[config.mk]
export PLATFORM = sky130hd
export DESIGN_NAME = cube_seq_ctrl_flat
export DESIGN_NICKNAME = d
export VERILOG_FILES = /design/src/rtl/cube_seq_ctrl_if.sv /design/src/rtl/cube_seq_ctrl.sv /design/src/flat_wrapper.sv
export SDC_FILE = /design/constraint.sdc
export NUM_CORES = 1
export LEC_CHECK = 0
export BUFFER_PORTS_ARGS = -buffer_cell sky130_fd_sc_hd__buf_2
export CAP_MARGIN = 10
export CORE_ASPECT_RATIO = 1.2
export CORE_UTILIZATION = 50
export DETAILED_ROUTE_END_ITERATION = 12
export GPL_TIMING_DRIVEN = 1
export HOLD_SLACK_MARGIN = 0.15
export PLACE_DENSITY = 0.65
export SYNTH_ARGS = -nofsm -noshare
export SYNTH_HDL_FRONTEND = slang
export SYNTH_SLANG_ARGS = --single-unit
[constraint.sdc]
create_clock -name i_clk_12m -period 5.4 [get_ports i_clk_12m]
set_input_delay 0.27 -clock i_clk_12m [delete_from_list [all_inputs] [get_ports i_clk_12m]]
set_output_delay 0.27 -clock i_clk_12m [all_outputs]
set_load 0.05 [all_outputs]
[src/rtl/cube_seq_ctrl_if.sv]
// Move-push and motor-dispatch handshake bundle for cube_seq_ctrl.
// The sequencer uses the master view; the solver/driver side uses the slave view.
interface cube_seq_ctrl_if #(
    parameter int MOVE_W   = 4,
    parameter int N_MOTORS = 6
);
    logic                mv_valid;
    logic [MOVE_W-1:0]   mv_data;
    logic                mv_ready;
    logic                drv_valid;
    logic                drv_ready;
    logic [N_MOTORS-1:0] drv_en;
    logic                drv_dir;
    logic                drv_done;

    modport master (
        input  mv_valid, mv_data, drv_ready, drv_done,
        output mv_ready, drv_valid, drv_en, drv_dir
    );

    modport slave (
        output mv_valid, mv_data, drv_ready, drv_done,
        input  mv_ready, drv_valid, drv_en, drv_dir
    );
endinterface

[src/rtl/cube_seq_ctrl.sv]
// Cube solver sequencer: queues solver moves, then dispatches them one by one to the face motors.
// Optional macro CUBE_SEQ_TIMEOUT_EN adds a watchdog on driver completion (S_ERROR on expiry).
module cube_seq_ctrl #(
    parameter int N_MOTORS    = 6,
    parameter int DEPTH       = 256,
    parameter int MOVE_W      = 4,
    parameter int TIMEOUT_CYC = 12000000
) (
    input  logic                       i_clk_12m,
    input  logic                       i_rst_n,
    input  logic                       i_sense_start,
    input  logic                       i_run_start,
    input  logic                       i_step_mode,
    input  logic                       i_abort,
    input  logic                       i_sd_done,
    input  logic                       i_alg_finish,
    cube_seq_ctrl_if.master            bus,
    output logic [4:0]                 o_state,
    output logic [$clog2(DEPTH+1)-1:0] o_count,
    output logic                       o_illegal,
    output logic                       o_error
);
    localparam int AW = $clog2(DEPTH);
    localparam int CW = $clog2(DEPTH + 1);
    localparam int FW = MOVE_W - 1;

    if (N_MOTORS < 1 || N_MOTORS > 8 || DEPTH < 4 || DEPTH > 1024 ||
        (DEPTH & (DEPTH - 1)) != 0 || MOVE_W < 2 || TIMEOUT_CYC < 1) begin : g_bad_cfg
        $error("cube_seq_ctrl: unsupported parameter set");
    end

    // State encodings double as the o_state phase code.
    typedef enum logic [4:0] {
        S_INIT   = 5'b00001,
        S_SOLVE  = 5'b00011,
        S_IDLE   = 5'b00111,
        S_ROTATE = 5'b01111,
        S_DONE   = 5'b11111,
        S_ERROR  = 5'b10000
    } state_t;

    typedef enum logic [1:0] {R_DISP, R_WAIT, R_HOLD} rot_t;

    state_t              state;
    rot_t                rot;
    logic                drv_valid;
    logic                drv_dir;
    logic [N_MOTORS-1:0] drv_en;
    logic                illegal;

    logic [MOVE_W-1:0]   mem [DEPTH];
    logic [AW-1:0]       wr_ptr;
    logic [AW-1:0]       rd_ptr;
    logic [CW-1:0]       count;

    logic [MOVE_W-1:0]   head;
    logic [FW-1:0]       head_face;
    logic                head_bad;
    logic [N_MOTORS-1:0] head_en;
    logic                empty;
    logic                full;
    logic                mv_ready;
    logic                abort_evt;
    logic                flush;
    logic                push;
    logic                pop;

`ifdef CUBE_SEQ_TIMEOUT_EN
    localparam int TW = $clog2(TIMEOUT_CYC + 1);
    logic [TW-1:0] wait_cnt;
    logic          error_q;
    assign o_error = error_q;
`else
    assign o_error = 1'b0;
`endif

    assign abort_evt = i_abort && (state != S_INIT);
    assign empty     = (count == '0);
    assign full      = (count == CW'(DEPTH));
    assign mv_ready  = (state == S_SOLVE) && !full;
    assign push      = bus.mv_valid && mv_ready && !abort_evt;
    assign flush     = abort_evt || ((state == S_DONE) && i_run_start);

    assign head      = mem[rd_ptr];
    assign head_face = head[MOVE_W-1:1];
    assign head_bad  = (32'(head_face) >= 32'(N_MOTORS));

    // An offered move leaves the queue on accept; an illegal head leaves it without being offered.
    assign pop = !abort_evt && (state == S_ROTATE) && (rot == R_DISP) &&
                 (drv_valid ? bus.drv_ready : (!empty && head_bad));

    always_comb begin
        head_en = '0;
        for (int i = 0; i < N_MOTORS; i++) begin
            head_en[i] = (32'(head_face) == 32'(i));
        end
    end

    always_ff @(posedge i_clk_12m) begin
        if (push) mem[wr_ptr] <= bus.mv_data;
    end

    always_ff @(posedge i_clk_12m or negedge i_rst_n) begin
        if (!i_rst_n) begin
            wr_ptr <= '0;
            rd_ptr <= '0;
            count  <= '0;
        end else if (flush) begin
            wr_ptr <= '0;
            rd_ptr <= '0;
            count  <= '0;
        end else begin
            if (push) wr_ptr <= wr_ptr + AW'(1);
            if (pop)  rd_ptr <= rd_ptr + AW'(1);
            count <= count + CW'(push) - CW'(pop);
        end
    end

    always_ff @(posedge i_clk_12m or negedge i_rst_n) begin
        if (!i_rst_n) begin
            state     <= S_INIT;
            rot       <= R_DISP;
            drv_valid <= 1'b0;
            drv_en    <= '0;
            drv_dir   <= 1'b0;
            illegal   <= 1'b0;
`ifdef CUBE_SEQ_TIMEOUT_EN
            wait_cnt  <= '0;
            error_q   <= 1'b0;
`endif
        end else if (abort_evt) begin
            state     <= S_INIT;
            rot       <= R_DISP;
            drv_valid <= 1'b0;
            drv_en    <= '0;
            drv_dir   <= 1'b0;
            illegal   <= 1'b0;
`ifdef CUBE_SEQ_TIMEOUT_EN
            wait_cnt  <= '0;
            error_q   <= 1'b0;
`endif
        end else begin
            case (state)
                S_INIT:  if (i_sense_start) state <= S_SOLVE;
                S_SOLVE: if (i_alg_finish && i_sd_done) state <= S_IDLE;
                S_IDLE: begin
                    if (i_run_start) begin
                        state <= S_ROTATE;
                        rot   <= R_DISP;
                    end
                end
                S_ROTATE: begin
                    case (rot)
                        R_DISP: begin
                            if (drv_valid) begin
                                if (bus.drv_ready) begin
                                    drv_valid <= 1'b0;
                                    drv_en    <= '0;
                                    drv_dir   <= 1'b0;
                                    rot       <= R_WAIT;
                                end
                            end else if (empty) begin
                                state <= S_DONE;
                            end else if (head_bad) begin
                                illegal <= 1'b1;
                            end else begin
                                drv_valid <= 1'b1;
                                drv_en    <= head_en;
                                drv_dir   <= head[0];
                            end
                        end
                        R_WAIT: begin
`ifdef CUBE_SEQ_TIMEOUT_EN
                            if (bus.drv_done) begin
                                wait_cnt <= '0;
                                rot      <= i_step_mode ? R_HOLD : R_DISP;
                            end else if (wait_cnt == TW'(TIMEOUT_CYC - 1)) begin
                                wait_cnt <= '0;
                                error_q  <= 1'b1;
                                state    <= S_ERROR;
                            end else begin
                                wait_cnt <= wait_cnt + TW'(1);
                            end
`else
                            if (bus.drv_done) rot <= i_step_mode ? R_HOLD : R_DISP;
`endif
                        end
                        R_HOLD:  if (i_run_start) rot <= R_DISP;
                        default: rot <= R_DISP;
                    endcase
                end
                S_DONE: begin
                    if (i_run_start) begin
                        state   <= S_INIT;
                        illegal <= 1'b0;
                    end
                end
                S_ERROR: state <= S_ERROR;
                default: state <= S_INIT;
            endcase
        end
    end

    assign bus.mv_ready  = mv_ready;
    assign bus.drv_valid = drv_valid;
    assign bus.drv_en    = drv_en;
    assign bus.drv_dir   = drv_dir;
    assign o_state       = state;
    assign o_count       = count;
    assign o_illegal     = illegal;
endmodule
[src/flat_wrapper.sv]
// flat-port wrapper written by rule: the top's interface ports become plain ports
module cube_seq_ctrl_flat 
#(
    parameter int N_MOTORS    = 6,
    parameter int DEPTH       = 256,
    parameter int MOVE_W      = 4,
    parameter int TIMEOUT_CYC = 12000000
)
  (i_clk_12m, i_rst_n, i_sense_start, i_run_start, i_step_mode, i_abort, i_sd_done, i_alg_finish, o_state, o_count, o_illegal, o_error, bus_mv_valid, bus_mv_data, bus_drv_ready, bus_drv_done, bus_mv_ready, bus_drv_valid, bus_drv_en, bus_drv_dir);
  cube_seq_ctrl_if #(.MOVE_W(MOVE_W), .N_MOTORS(N_MOTORS)) bus_i ();
  input  logic i_clk_12m;
  input  logic i_rst_n;
  input  logic i_sense_start;
  input  logic i_run_start;
  input  logic i_step_mode;
  input  logic i_abort;
  input  logic i_sd_done;
  input  logic i_alg_finish;
  output logic [4:0] o_state;
  output logic [$clog2(DEPTH+1)-1:0] o_count;
  output logic o_illegal;
  output logic o_error;
  input wire logic [$bits(bus_i.mv_valid)-1:0] bus_mv_valid;
  input wire logic [$bits(bus_i.mv_data)-1:0] bus_mv_data;
  input wire logic [$bits(bus_i.drv_ready)-1:0] bus_drv_ready;
  input wire logic [$bits(bus_i.drv_done)-1:0] bus_drv_done;
  output wire logic [$bits(bus_i.mv_ready)-1:0] bus_mv_ready;
  output wire logic [$bits(bus_i.drv_valid)-1:0] bus_drv_valid;
  output wire logic [$bits(bus_i.drv_en)-1:0] bus_drv_en;
  output wire logic [$bits(bus_i.drv_dir)-1:0] bus_drv_dir;
  assign bus_i.mv_valid = bus_mv_valid;
  assign bus_i.mv_data = bus_mv_data;
  assign bus_i.drv_ready = bus_drv_ready;
  assign bus_i.drv_done = bus_drv_done;
  assign bus_mv_ready = bus_i.mv_ready;
  assign bus_drv_valid = bus_i.drv_valid;
  assign bus_drv_en = bus_i.drv_en;
  assign bus_drv_dir = bus_i.drv_dir;
  cube_seq_ctrl #(.N_MOTORS(N_MOTORS), .DEPTH(DEPTH), .MOVE_W(MOVE_W), .TIMEOUT_CYC(TIMEOUT_CYC)) u_core (.i_clk_12m(i_clk_12m), .i_rst_n(i_rst_n), .i_sense_start(i_sense_start), .i_run_start(i_run_start), .i_step_mode(i_step_mode), .i_abort(i_abort), .i_sd_done(i_sd_done), .i_alg_finish(i_alg_finish), .bus(bus_i), .o_state(o_state), .o_count(o_count), .o_illegal(o_illegal), .o_error(o_error));
endmodule
==> results.py <==
metrics = {
    "synthesis": {
        "avgSynthCellArea_um2": 19.47,
        "yosysTopAreaCell": "edfxtp_1",
        "synth_compound_area_share_pct": 2.390,
        "synth_top_area_share_pct": 71.73,
        "synth_cell_types": 75,
        "synth-adder-area-share_pct": 0.5429,
        "synth_xor_xnor_area_share_pct": 0.2656,
        "synth-simple-area-share_pct": 4.533,
        "synth_top_family_by_area": "multiplexers",
        "synth_common_cells": "edfxtp_1, nor2_1, mux4_2, mux2i_1, nand2_1",
        "synth_fp_nets": 2235,
        "yosys_warnings": 0,
        "yosysMostFrequentCell": "edfxtp_1",
        "synthCells": 2202,
        "syn_area_mm2": 0.04287,
        "synth-main-ff-cell": "edfxtp_1",
        "ys_seq_area_share_pct": 74.12,
        "synth_edf_count": 1024,
        "ys_seq_elements": 1065,
        "synthMuxAreaShare_pct": 16.44,
        "async_flop_share_pct": 3.850,
        "synthTopCellsByArea": "edfxtp_1, mux4_2, nor2_1",
    },
    "power_and_ir_drop": {
        "power.internal_uw": 13860,
        "irDropWorstVdd_mv": 0.3071,
        "power_frac_seq_pct": 50.4,
        "p_sw_uw": 4400,
        "power.leakage_uw": 0.01500,
        "p_comb_share_pct": 11.3,
        "power_density_mw_per_mm2": 375.5,
        "clkPwrFrac_pct": 38.4,
        "p_total_uw": 18260,
        "netSwitchingFraction_pct": 24.09,
    },
    "sta": {
        "post-route-period-util_pct": 95.49,
        "slew_viol_final": 0,
        "tns_ns": 0,
        "worst_pin_slew_ns": 1.304,
        "min_period_ns": 5.157,
        "worst_slack_ns": 0.2434,
        "hold_slack_ns": 0.1489,
        "max_slew_margin_pct": 12.86,
        "skew_ns": 0.02372,
        "setup_violations": 0,
        "finalHoldViolations": 0,
        "fmax_ghz": 0.1939,
        "rsz0062_at_grt": "no",
    },
    "setup_path": {
        "start_kind": "register",
        "path_max_fanout": 14,
        "cp.required_ns": 5.98,
        "end_kind": "register",
        "crit_arrival_ns": 5.73,
        "critical_path_class": "register to register",
    },
    "drt": {
        "via_per_inst": 6.263,
        "dr_total_vias": 22420,
        "dr.pass1.iters": 6,
        "routedWlPerCell_um": 29.93,
        "ant_nets": 0,
        "drc": 0,
        "drt-initial-drc-count": 2609,
        "wl_mm": 107.2,
    },
    "die": {
        "core_area_mm2": 0.08491,
        "dieWidth_um": 269.3,
        "ios": 40,
        "dieArea_mm2": 0.08692,
        "start_util_pct": 50.49,
        "chipHeight_um": 322.8,
        "row_count": 117,
    },
    "clock_network": {
        "root_buffer": "clkbuf_16",
        "h-tree-depth": 3,
        "clkSinkCount": 1065,
        "clk_pin_slew_ns": 0.07,
        "clock_path_buffers": 3,
        "clock_latency_ns": 0.67,
        "cts_tree": "done",
        "cts_buffers": 99,
    },
    "place": {
        "routabilityCongestion": 0.9056,
        "port_buffers": 38,
        "dpl.hpwl_mm": 68.53,
        "pre_cts_ws_ns": -0.08272,
    },
    "global_route": {
        "grt_overflow": 0,
        "grt_pass1_wl_mm": 155.5,
        "antenna_found_initial": 1,
        "grt_pass1_vias": 22860,
        "grtUsageTotal_pct": 24.67,
        "grt_max_degree": 191,
    },
    "hold_path": {
        "hp-class": "input pin to register",
    },
    "outcome": {
        "status": "completed",
    },
    "run": {
        "max-cap-violations": 0,
    },
    "finish": {
        "seq_area_mm2": 0.03179,
        "diodes": 0,
        "fillers": 6279,
        "final_net_count": 2401,
        "layout-drive-gt1-share_pct": 25.67,
        "syn_to_final_growth_pct": 13.43,
        "finish.utilization_pct": 57.27,
        "multi_input_area_mm2": 0.01041,
    },
}
-- worst max-delay path, cell delays in order, from the launching register on --
cell and delay (ns):
dfrtp_4 0.54, buf_16 0.22, buf_4 0.14, mux4_2 0.48
a2bb2oi_1 0.15, a211oi_1 0.36, nor4_1 0.08, buf_4 0.17
o32a_1 0.36, o22ai_2 0.20, o21ai_1 0.13, ha_1 0.33
inv_1 0.05, ha_1 0.21, fa_2 0.38, a21oi_1 0.14
o21bai_1 0.11, a21oi_1 0.17, o21bai_1 0.09, a21oi_1 0.16
nor2_1 0.07, or3_1 0.35, a21oi_1 0.14
-- area by class of cell --
class	instances	area share, %
sequential	1065	65.36
inverter	23	0.1827
tap	1130	2.907
multi-input combinational	985	21.40
timing repair buffer	194	3.502
clock buffer	126	5.473
clock inverter	57	1.176
-- power by group through the flow --
stage               logic (µW)  clock network [µW]  registers (µW)
global placement          2000                   0            9360
CTS                       2030                7080            9190
detailed placement        2020                   0            9370
finish                    2060                7010            9200
floorplan                 1030                   0            9460
global route              2160                7380            9200
-- repair_timing --
| item | in CTS | in global routing |
|---|---|---|
| buffers inserted | 0 | 12 |
| resized for setup | 2 | 12 |
| pin swaps | 0 | 2 |
| gates cloned | 0 | 4 |
| hold buffers | 10 | 0 |
| hold endpoints to repair | 130 | 0 |
| setup endpoints to repair | 1 | 2 |
-- cells in the final DEF, fill, tap and decap left out, drive strengths merged, types with 7 or more instances in the layout --
cell	synthesis	routed
mux4	278	278
o21ai	14	14
a21oi	25	25
clkinv	2	41
bufinv	0	11
nand2	68	68
dlygate4sd3	0	10
a22oi	11	11
inv	21	23
ha	17	17
o22ai	9	9
nor4	7	7
nor3	7	7
xnor2	8	8
clkbuf	65	130
and2	7	7
dfrtp	40	40
buf	64	180
mux2i	72	72
nand3	25	25
edfxtp	1024	1024
nor2b	10	10
a211oi	9	9
or3	7	7
nor2	291	291
-- final timing paths --
path | startpoint | slack [ns] | depth (start not counted) | to
setup / recovery | u_core.rd_ptr[0] | 0.24 | 22 | u_core.o_count[8]
hold / removal | bus_mv_data[0] | 0.15 | 1 | u_core.mem[252][0]
setup reg to reg | u_core.rd_ptr[0] | 0.24 | 22 | u_core.o_count[8]
hold reg to reg | u_core.o_illegal | 0.49 | 1 | u_core.o_illegal
max in group asynchronous | i_rst_n | 4.32 | 2 | u_core.rd_ptr[0]
min in group asynchronous | i_rst_n | 0.32 | 2 | u_core.o_count[7]
-- metal layers --
layer	wire length [µm]	up-vias	track usage [%]	share of wire, %
li1	-	9263	-	-
met1	40910	11790	32.91	38
met2	53810	1177	41.18	50
met3	8870	190	4.214	8.3
met4	3549	2	8.876	3.3
met5	11	-	0	0.010
-- flip-flops by register name (all words and copies together), names as in the netlist --
register              count
u_core.bus.drv_dir        1
u_core.wr_ptr             8
u_core.bus.drv_valid      1
u_core.o_state            5
u_core.rd_ptr             8
u_core.o_illegal          1
u_core.mem             1024
u_core.o_count            9
u_core.bus.drv_en         6
u_core.rot                2
-- cells by family (layout without fill, tap and decap cells) --
| group | after synthesis | after routing |
|---|---|---|
| compound gates | 141 | 141 |
| flops | 1065 | 1065 |
| other cells | 1 | 1 |
| fa+ha+maj | 18 | 18 |
| mux | 356 | 356 |
| xor+xnor | 13 | 13 |
| buf+inv | 152 | 400 |
| simple gates | 456 | 456 |
-- metrics by stage --
step	std cells	instance area, µm²
after floorplan	2202	42870
after CTS	3564	48360
after global placement	3371	45020
after global routing	3580	48630
final	3580	48630
after detailed placement	3371	45020
Power figures use the tool's default switching activity.
